File: src/rtl/rip_stim_check.sv
// Exhaustive stimulus generator and checker for a ripple carry adder.
// Sweeps every {cin, b, a} vector, waits SETTLE cycles, then compares {cout, sum} to a+b+cin.
module rip_stim_check #(
  parameter int unsigned WIDTH  = 4,
  parameter int unsigned SETTLE = 1
) (
  input  logic               clk,
  input  logic               rst_n,
  input  logic               start,
  output logic [WIDTH-1:0]   a_o,
  output logic [WIDTH-1:0]   b_o,
  output logic               cin_o,
  input  logic [WIDTH-1:0]   sum_i,
  input  logic               cout_i,
  output logic               busy,
  output logic               done,
  output logic               pass,
  output logic [2*WIDTH+1:0] err_count,
  output logic [WIDTH-1:0]   fail_a,
  output logic [WIDTH-1:0]   fail_b,
  output logic               fail_cin
);

  localparam int unsigned VecW = 2 * WIDTH + 1;
  localparam int unsigned ErrW = 2 * WIDTH + 2;
  localparam int unsigned CntW = (SETTLE < 2) ? 1 : $clog2(SETTLE + 1);
  localparam logic [CntW-1:0] SettleLd = CntW'(SETTLE);

  typedef enum logic [1:0] {StIdle, StSettle, StCheck, StDone} state_e;

  state_e            state_q, state_d;
  logic [VecW-1:0]   vec_q, vec_d;
  logic [CntW-1:0]   cnt_q, cnt_d;
  logic [ErrW-1:0]   err_q, err_d;
  logic              busy_q, busy_d;
  logic              done_q, done_d;
  logic              pass_q, pass_d;
  logic [WIDTH-1:0]  fail_a_q, fail_a_d;
  logic [WIDTH-1:0]  fail_b_q, fail_b_d;
  logic              fail_cin_q, fail_cin_d;

  logic [WIDTH:0]    ref_sum;
  logic              mismatch;

  // Full-width reference so a missing carry-out is caught.
  assign ref_sum  = {1'b0, vec_q[WIDTH-1:0]} + {1'b0, vec_q[2*WIDTH-1:WIDTH]}
                  + {{WIDTH{1'b0}}, vec_q[2*WIDTH]};
  assign mismatch = ({cout_i, sum_i} != ref_sum);

  always_comb begin
    state_d    = state_q;
    vec_d      = vec_q;
    cnt_d      = cnt_q;
    err_d      = err_q;
    busy_d     = busy_q;
    done_d     = done_q;
    pass_d     = pass_q;
    fail_a_d   = fail_a_q;
    fail_b_d   = fail_b_q;
    fail_cin_d = fail_cin_q;

    unique case (state_q)
      StIdle, StDone: begin
        if (start) begin
          vec_d      = '0;
          err_d      = '0;
          fail_a_d   = '0;
          fail_b_d   = '0;
          fail_cin_d = 1'b0;
          pass_d     = 1'b0;
          busy_d     = 1'b1;
          done_d     = 1'b0;
          cnt_d      = SettleLd;
          state_d    = StSettle;
        end
      end
      StSettle: begin
        if (cnt_q == CntW'(1)) begin
          state_d = StCheck;
        end else begin
          cnt_d = cnt_q - CntW'(1);
        end
      end
      StCheck: begin
        if (mismatch) begin
          err_d = err_q + ErrW'(1);
          if (err_q == '0) begin
            fail_a_d   = vec_q[WIDTH-1:0];
            fail_b_d   = vec_q[2*WIDTH-1:WIDTH];
            fail_cin_d = vec_q[2*WIDTH];
          end
        end
        if (&vec_q) begin
          busy_d  = 1'b0;
          done_d  = 1'b1;
          pass_d  = (err_d == '0);
          state_d = StDone;
        end else begin
          vec_d   = vec_q + VecW'(1);
          cnt_d   = SettleLd;
          state_d = StSettle;
        end
      end
      default: state_d = StIdle;
    endcase
  end

  always_ff @(posedge clk or negedge rst_n) begin
    if (!rst_n) begin
      state_q    <= StIdle;
      vec_q      <= '0;
      cnt_q      <= '0;
      err_q      <= '0;
      busy_q     <= 1'b0;
      done_q     <= 1'b0;
      pass_q     <= 1'b0;
      fail_a_q   <= '0;
      fail_b_q   <= '0;
      fail_cin_q <= 1'b0;
    end else begin
      state_q    <= state_d;
      vec_q      <= vec_d;
      cnt_q      <= cnt_d;
      err_q      <= err_d;
      busy_q     <= busy_d;
      done_q     <= done_d;
      pass_q     <= pass_d;
      fail_a_q   <= fail_a_d;
      fail_b_q   <= fail_b_d;
      fail_cin_q <= fail_cin_d;
    end
  end

  assign a_o       = vec_q[WIDTH-1:0];
  assign b_o       = vec_q[2*WIDTH-1:WIDTH];
  assign cin_o     = vec_q[2*WIDTH];
  assign busy      = busy_q;
  assign done      = done_q;
  assign pass      = pass_q;
  assign err_count = err_q;
  assign fail_a    = fail_a_q;
  assign fail_b    = fail_b_q;
  assign fail_cin  = fail_cin_q;

endmodule

File: config.mk
export PLATFORM = sky130hd
export DESIGN_NAME = rip_stim_check
export DESIGN_NICKNAME = d
export VERILOG_FILES = /design/src/rtl/rip_stim_check.sv
export SDC_FILE = /design/constraint.sdc
export NUM_CORES = 1
export LEC_CHECK = 0
export ABC_CLOCK_PERIOD_IN_PS = 4500
export BUFFER_PORTS_ARGS = -buffer_cell sky130_fd_sc_hd__buf_4
export CORE_MARGIN = 5
export CORE_UTILIZATION = 55
export DETAILED_ROUTE_END_ITERATION = 7
export GPL_TIMING_DRIVEN = 1
export PLACE_DENSITY = 0.79
export RECOVER_POWER = 25
export SYNTH_ARGS = -nofsm -noshare
export SYNTH_HDL_FRONTEND = slang
export SYNTH_SLANG_ARGS = --single-unit
File: constraint.sdc
create_clock -name clk -period 4.5 [get_ports clk]
set_input_delay 0.225 -clock clk [delete_from_list [all_inputs] [get_ports clk]]
set_output_delay 0.225 -clock clk [all_outputs]
set_load 0.01 [all_outputs]
## Yosys cells after proc, flatten, opt, wreduce, memory -nomap -nowiden

Cells that the tools add are included.

| cells by class | value |
|---|---|
| reduce and logical (&&, ||, !) cells | 12 |
| add/sub/neg operators | 5 |
| multiplexer cells | 32 |
| equal/unequal tests | 10 |

Operators with widths:

| kind | number |
|---|---|
| $mux 10 | 3 |
| $logic_not 10->1 | 2 |
| $mux 4 | 5 |
| $pmux 10 s2 | 1 |
| $mux 9 | 2 |
| $pmux 9 s2 | 1 |
| $pmux 4 s2 | 2 |
| $ne 2x2->1 const B | 6 |
| $add 10x1->10 const B | 1 |
| $add 9x1->9 const B | 1 |
| $mux 1 | 9 |
| $reduce_and 9->1 | 1 |
| $pmux 1 s2 | 4 |
| $mux 2 | 3 |
| $pmux 2 s3 | 1 |
| $reduce_and 2->1 | 3 |
| $reduce_and 3->1 | 2 |
| $add 4x4->5 | 1 |
| $add 5x1->5 | 1 |
| $ne 5x5->1 | 1 |
| $eq 2x2->1 const B | 2 |
| $reduce_and 4->1 | 1 |
| $pmux 1 s3 | 1 |
| $eq 2x1->1 const B | 1 |
| other kinds (4) | 4 |

| storage, ports and cells | value |
|---|---|
| word-level logic and storage cells | 69 |
| input bits | 8 |
| output and inout bits | 31 |
| bits in registers | 34 |

## Logic depth before layout (Yosys ltp)

| logic depth | value |
|---|---|
| word-level depth | 8 |
| mapped depth | 12 |

## Worst setup path after synthesis

Ideal clock, no wire load.

| path | value |
|---|---|
| path type | flip-flop to flip-flop |
| from | reg vec_q[0] |
| to | reg err_q[5] (netlist: err_count[5]) |
| setup time | 122 ps |
| data required time | 4,378 ps |
| path slack | 1,293 ps |
| arrival | 3,085 ps |
| stages on the path, launching flop included | 13 |
| buffers on the path | 2 |
| cell sequence | dfrtp_1 -> inv_1 -> fa_1 -> inv_1 -> fa_1 -> xnor2_1 -> nand2_1 -> or4_1 -> buf_2 -> or2_4 -> buf_6 -> a31o_1 -> a32o_1 |

| between the ends | value |
|---|---|
| longest elaborated chain between the ends | 6 |

Ends and longest elaborated chain:

| what | RTL line | RTL |
|---|---|---|
| start, declared | 32 | `logic [VecW-1:0] vec_q, vec_d;` |
| start signal, assigned | 122 | `vec_q <= vec_d;` |
| $add 4x4->5 | 46 | `assign ref_sum = {1'b0, vec_q[WIDTH-1:0]} + {1'b0, vec_q[2*WIDTH-1:WIDTH]}` |
| $add 5x1->5 | 47 | `+ {{WIDTH{1'b0}}, vec_q[2*WIDTH]};` |
| $ne 5x5->1 | 48 | `assign mismatch = ({cout_i, sum_i} != ref_sum);` |
| $mux 10 | 85 | `if (mismatch) begin` |
| $mux 10 | 62 | `unique case (state_q)` |
| $pmux 10 s2 | 62 |  |
| end signal, assigned | 124 | `err_q <= err_d;` |
| end, declared | 34 | `logic [ErrW-1:0] err_q, err_d;` |

No other way between the ends. The select of a mux whose other input is x is not followed.
A chain may end at the register's enable or synchronous reset.

## Final worst setup path

| path | value |
|---|---|
| from | reg vec_q[0] |
| to | reg fail_cin_q (netlist: fail_cin) |

| between the ends | value |
|---|---|
| longest elaborated chain between the ends | 5 |

Ends and longest elaborated chain:

| what | RTL line | RTL |
|---|---|---|
| $add 4x4->5 | 46 |  |
| $add 5x1->5 | 47 |  |
| $ne 5x5->1 | 48 |  |
| $ne 2x2->1 (no source line) | - |  |
| $reduce_and 4->1 (no source line) | - |  |
| end signal, assigned | 130 | `fail_cin_q <= fail_cin_d;` |
| end, declared | 40 | `logic fail_cin_q, fail_cin_d;` |

No other way between the ends.

==> flow_summary.toml <==
[outcome]
status = "finished with violations"
violations = "capacitance limit, slew limit"

[final_layout]
nets = 283
syn2layout_area_growth_pct = 18.7
final_common_cell = "buf_4"
drive_above_1_share_pct = 19.8
final_cell_mix = "buf_4 (39), dfrtp_1 (34), nand2_1 (22)"
fillers = 318
n_antenna_cell = 0

[synthesis]
synth-seq-cells = 34
yosysWarnings = 0
ys.flop_type = "dfrtp_1"
ys_seq_area_share_pct = 40.4
syn_area_um2 = 2110
avgSynthCellArea_um2 = 9.32
synth_edf_count = 0
syn-num-nets = 246
async_flop_share_pct = 100
synthCells = 226
yosysUniqueCellTypes = 47

[power]
p_leak_nw = 1.18
power_density_nw_per_um2 = 322
ir_drop_v = 0.000269

[placement]
place.gp.congestion = 0.855
pre_cts_ws_ps = 1150
dpl.hpwl_um = 3530
portBuffers = 38

[clock_tree]
clk_latency_ps = 290
clkSinkCount = 34
root_buffer = "clkbuf_8"
cts_resized = 0
cts.htree.levels = 2
cts_buffers = 5
clk_pin_slew_ps = 70
tritoncts = "built"
ctsLongestPathBuffers = 2

[route]
via_count = 1833
avgViaCountPerCell = 5.89
wl_per_cell_um = 15.9
finalWirelength_um = 4960
first_iter_violations = 176
drt_pass1_iterations = 4
ant_nets = 0
drc = 0

[die]
pin_count = 39
die_height_um = 71.9
start_util_pct = 57.1
dieArea_um2 = 5170
die_w_um = 71.9
num_rows = 22
fp.coreArea_um2 = 3690

[critical_path]
reg2reg_to = "fail_cin"
critical_path_arrival_ps = 3610
slowest_stage = "or4_1"
ff2ff_path_depth = 10
cp_slowest_stage_delay_ps = 660
crit_type = "flip-flop to flip-flop"
critical-path-top-delay-family = "simple AND/OR/NAND/NOR gates"
path_cells = "inv_1 -> fa_1 -> inv_1 -> fa_1 -> xnor2_1 -> nand2_1 -> or4_1 -> or2_4 -> a31oi_2 -> a22o_1"
reg2reg_setup_slack_ps = 1120
crit_path_end_kind = "flip-flop"
r2r-start = "vec_q[0]"
start_kind = "flip-flop"
required_ps = 4730
cp_max_fo = 12
cp_num_buf_inv = 2

[sta]
rsz0062_at_grt = "false"
fin_ws_ps = 1120
slew_viol_final = 35
max_freq_mhz = 296
clock_skew_ps = 2.82
fin_crit_ps = 3380
hold_viol_final = 0
finalSetupViolations = 0
worst_pin_slew_ps = 1860
slew_headroom_pct = -23.8
fin_tns_setup_ps = 0
timing.final.crit_share_pct = 75.2

[grt]
overflow = 0
grt_pass1_wl_um = 8550
grt_max_degree = 35
grt_usage_pct = 20.9
grt_pass1_vias = 1742
antenna_found_initial = 0

[min_path]
whs_path_depth = 3
hp-class = "input pin to flip-flop"
min_from = "start"
min_to = "busy"

[job]
max_cap_violations = 1
-- logic make-up (layout without fill, tap and decap cells) --
family	after synthesis	in the layout	synth area share (%)
and+or+nand+nor	78	78	18.8
AOI/OAI and AO/OA	65	65	21.4
DFF	34	34	40.4
buffers and inverters	21	58	4.22
adders and majority gates	12	12	7.84
xor gates and xnor gates	12	12	5.34
muxes	4	4	2.02
-- sequential cells by signal (all words and copies together) (netlist names) --
| name | cells |
|---|---|
| err_count | 10 |
| vec_q | 9 |
| fail_a | 4 |
| fail_b | 4 |
| state_q | 2 |
| busy | 1 |
| cnt_q | 1 |
| done | 1 |
| fail_cin | 1 |
| pass | 1 |
-- worst max-delay path by stage --
stage                         from           end  slack [ps]  cells after the start
final                     vec_q[0]      fail_cin        1120                     10
after global routing      vec_q[0]     fail_b[0]         850                     10
after CTS                 vec_q[0]     fail_b[0]        1120                     10
after detailed placement  vec_q[0]     fail_b[0]        1150                     10
after global placement    vec_q[0]     fail_b[1]        1220                     10
after floorplan           vec_q[0]  err_count[5]        1290                     12
-- metrics by stage --
step | std cells | utilization, % | instance area (µm²) | hold WS (ps) | total power (W)
2_1_floorplan | 226 | - | 2110 | -70.6 | 0.000512
3_3_place_gp | 303 | 65.5 | 2420 | 195 | 0.000590
3_5_place_dp | 303 | 65.5 | 2420 | 199 | 0.000591
4_1_cts | 311 | 67.9 | 2500 | 287 | 0.000809
5_1_grt | 311 | 67.8 | 2500 | 316 | 0.000852
6_report | 311 | 67.8 | 2500 | 280 | 0.000805
-- worst register-to-register path: cells and delay by family (launching register included) --
family | cells | cell delay [ps]
AND/OR/NAND/NOR | 3 | 1070
XOR/XNOR | 1 | 160
flip-flops | 1 | 430
adder cells (fa/ha/maj) | 2 | 870
AO/OA/AOI/OAI | 2 | 600
buffers and inverters | 2 | 190
-- per-layer routing --
layer	part of all wire, %	track usage [%]	vias up	routed length (µm)
met5	0	0	-	0
met4	2.3	8.35	0	112
met3	6.5	3.60	10	321
met2	46	30.9	59	2270
met1	45	30.4	864	2250
li1	-	-	900	-
-- area by class of cell --
type	instances	area [µm²]	area share [%]
clock buffers	5	68.8	2.75
clock inverters	2	10.0	0.400
inverters	10	37.5	1.50
multi-input cells	171	1170	46.7
flip-flops and latches	34	851	34.0
well taps	48	60.1	2.40
repair buffers	41	307	12.3
-- repair_timing --
item | CTS | global route
endpoints found under the hold margin | 34 | 0
hold buffers | 1 | 0
buffers inserted | 0 | 0
-- power by group --
group	switching (W)	leakage (nW)	internal, W	total (W)
Combinational	0.0000927	0.709	0.000102	0.000195
Clock	0.000113	0.0438	0.000104	0.000217
Sequential	0.0000609	0.429	0.000332	0.000393
-- cells in the mapped netlist (2+ instances only) --
master    number  area [µm²]
dfrtp_1       34         851
nand2_1       22        82.6
nor2_1        18        67.6
o21ai_0       18        90.1
a22o_1        16         140
a21oi_1       12        60.1
ha_1          10         125
inv_1         10        37.5
clkbuf_1       8        30.0
nand3_1        8        40.0
xor2_1         7        61.3
and3_1         5        31.3
nand4_1        4        25.0
xnor2_1        4        35.0
o211ai_1       3        22.5
or3_1          3        18.8
a21o_1         2        15.0
a31o_1         2        17.5
a31oi_1        2        12.5
a32o_1         2        20.0
and2_1         2        12.5
and4_1         2        17.5
buf_2          2        10.0
fa_1           2        40.0
mux2_2         2        22.5
mux2i_1        2        20.0
nor2b_1        2        12.5
nor3_1         2        10.0
or4_1          2        15.0
Power figures use the tool's default switching activity.
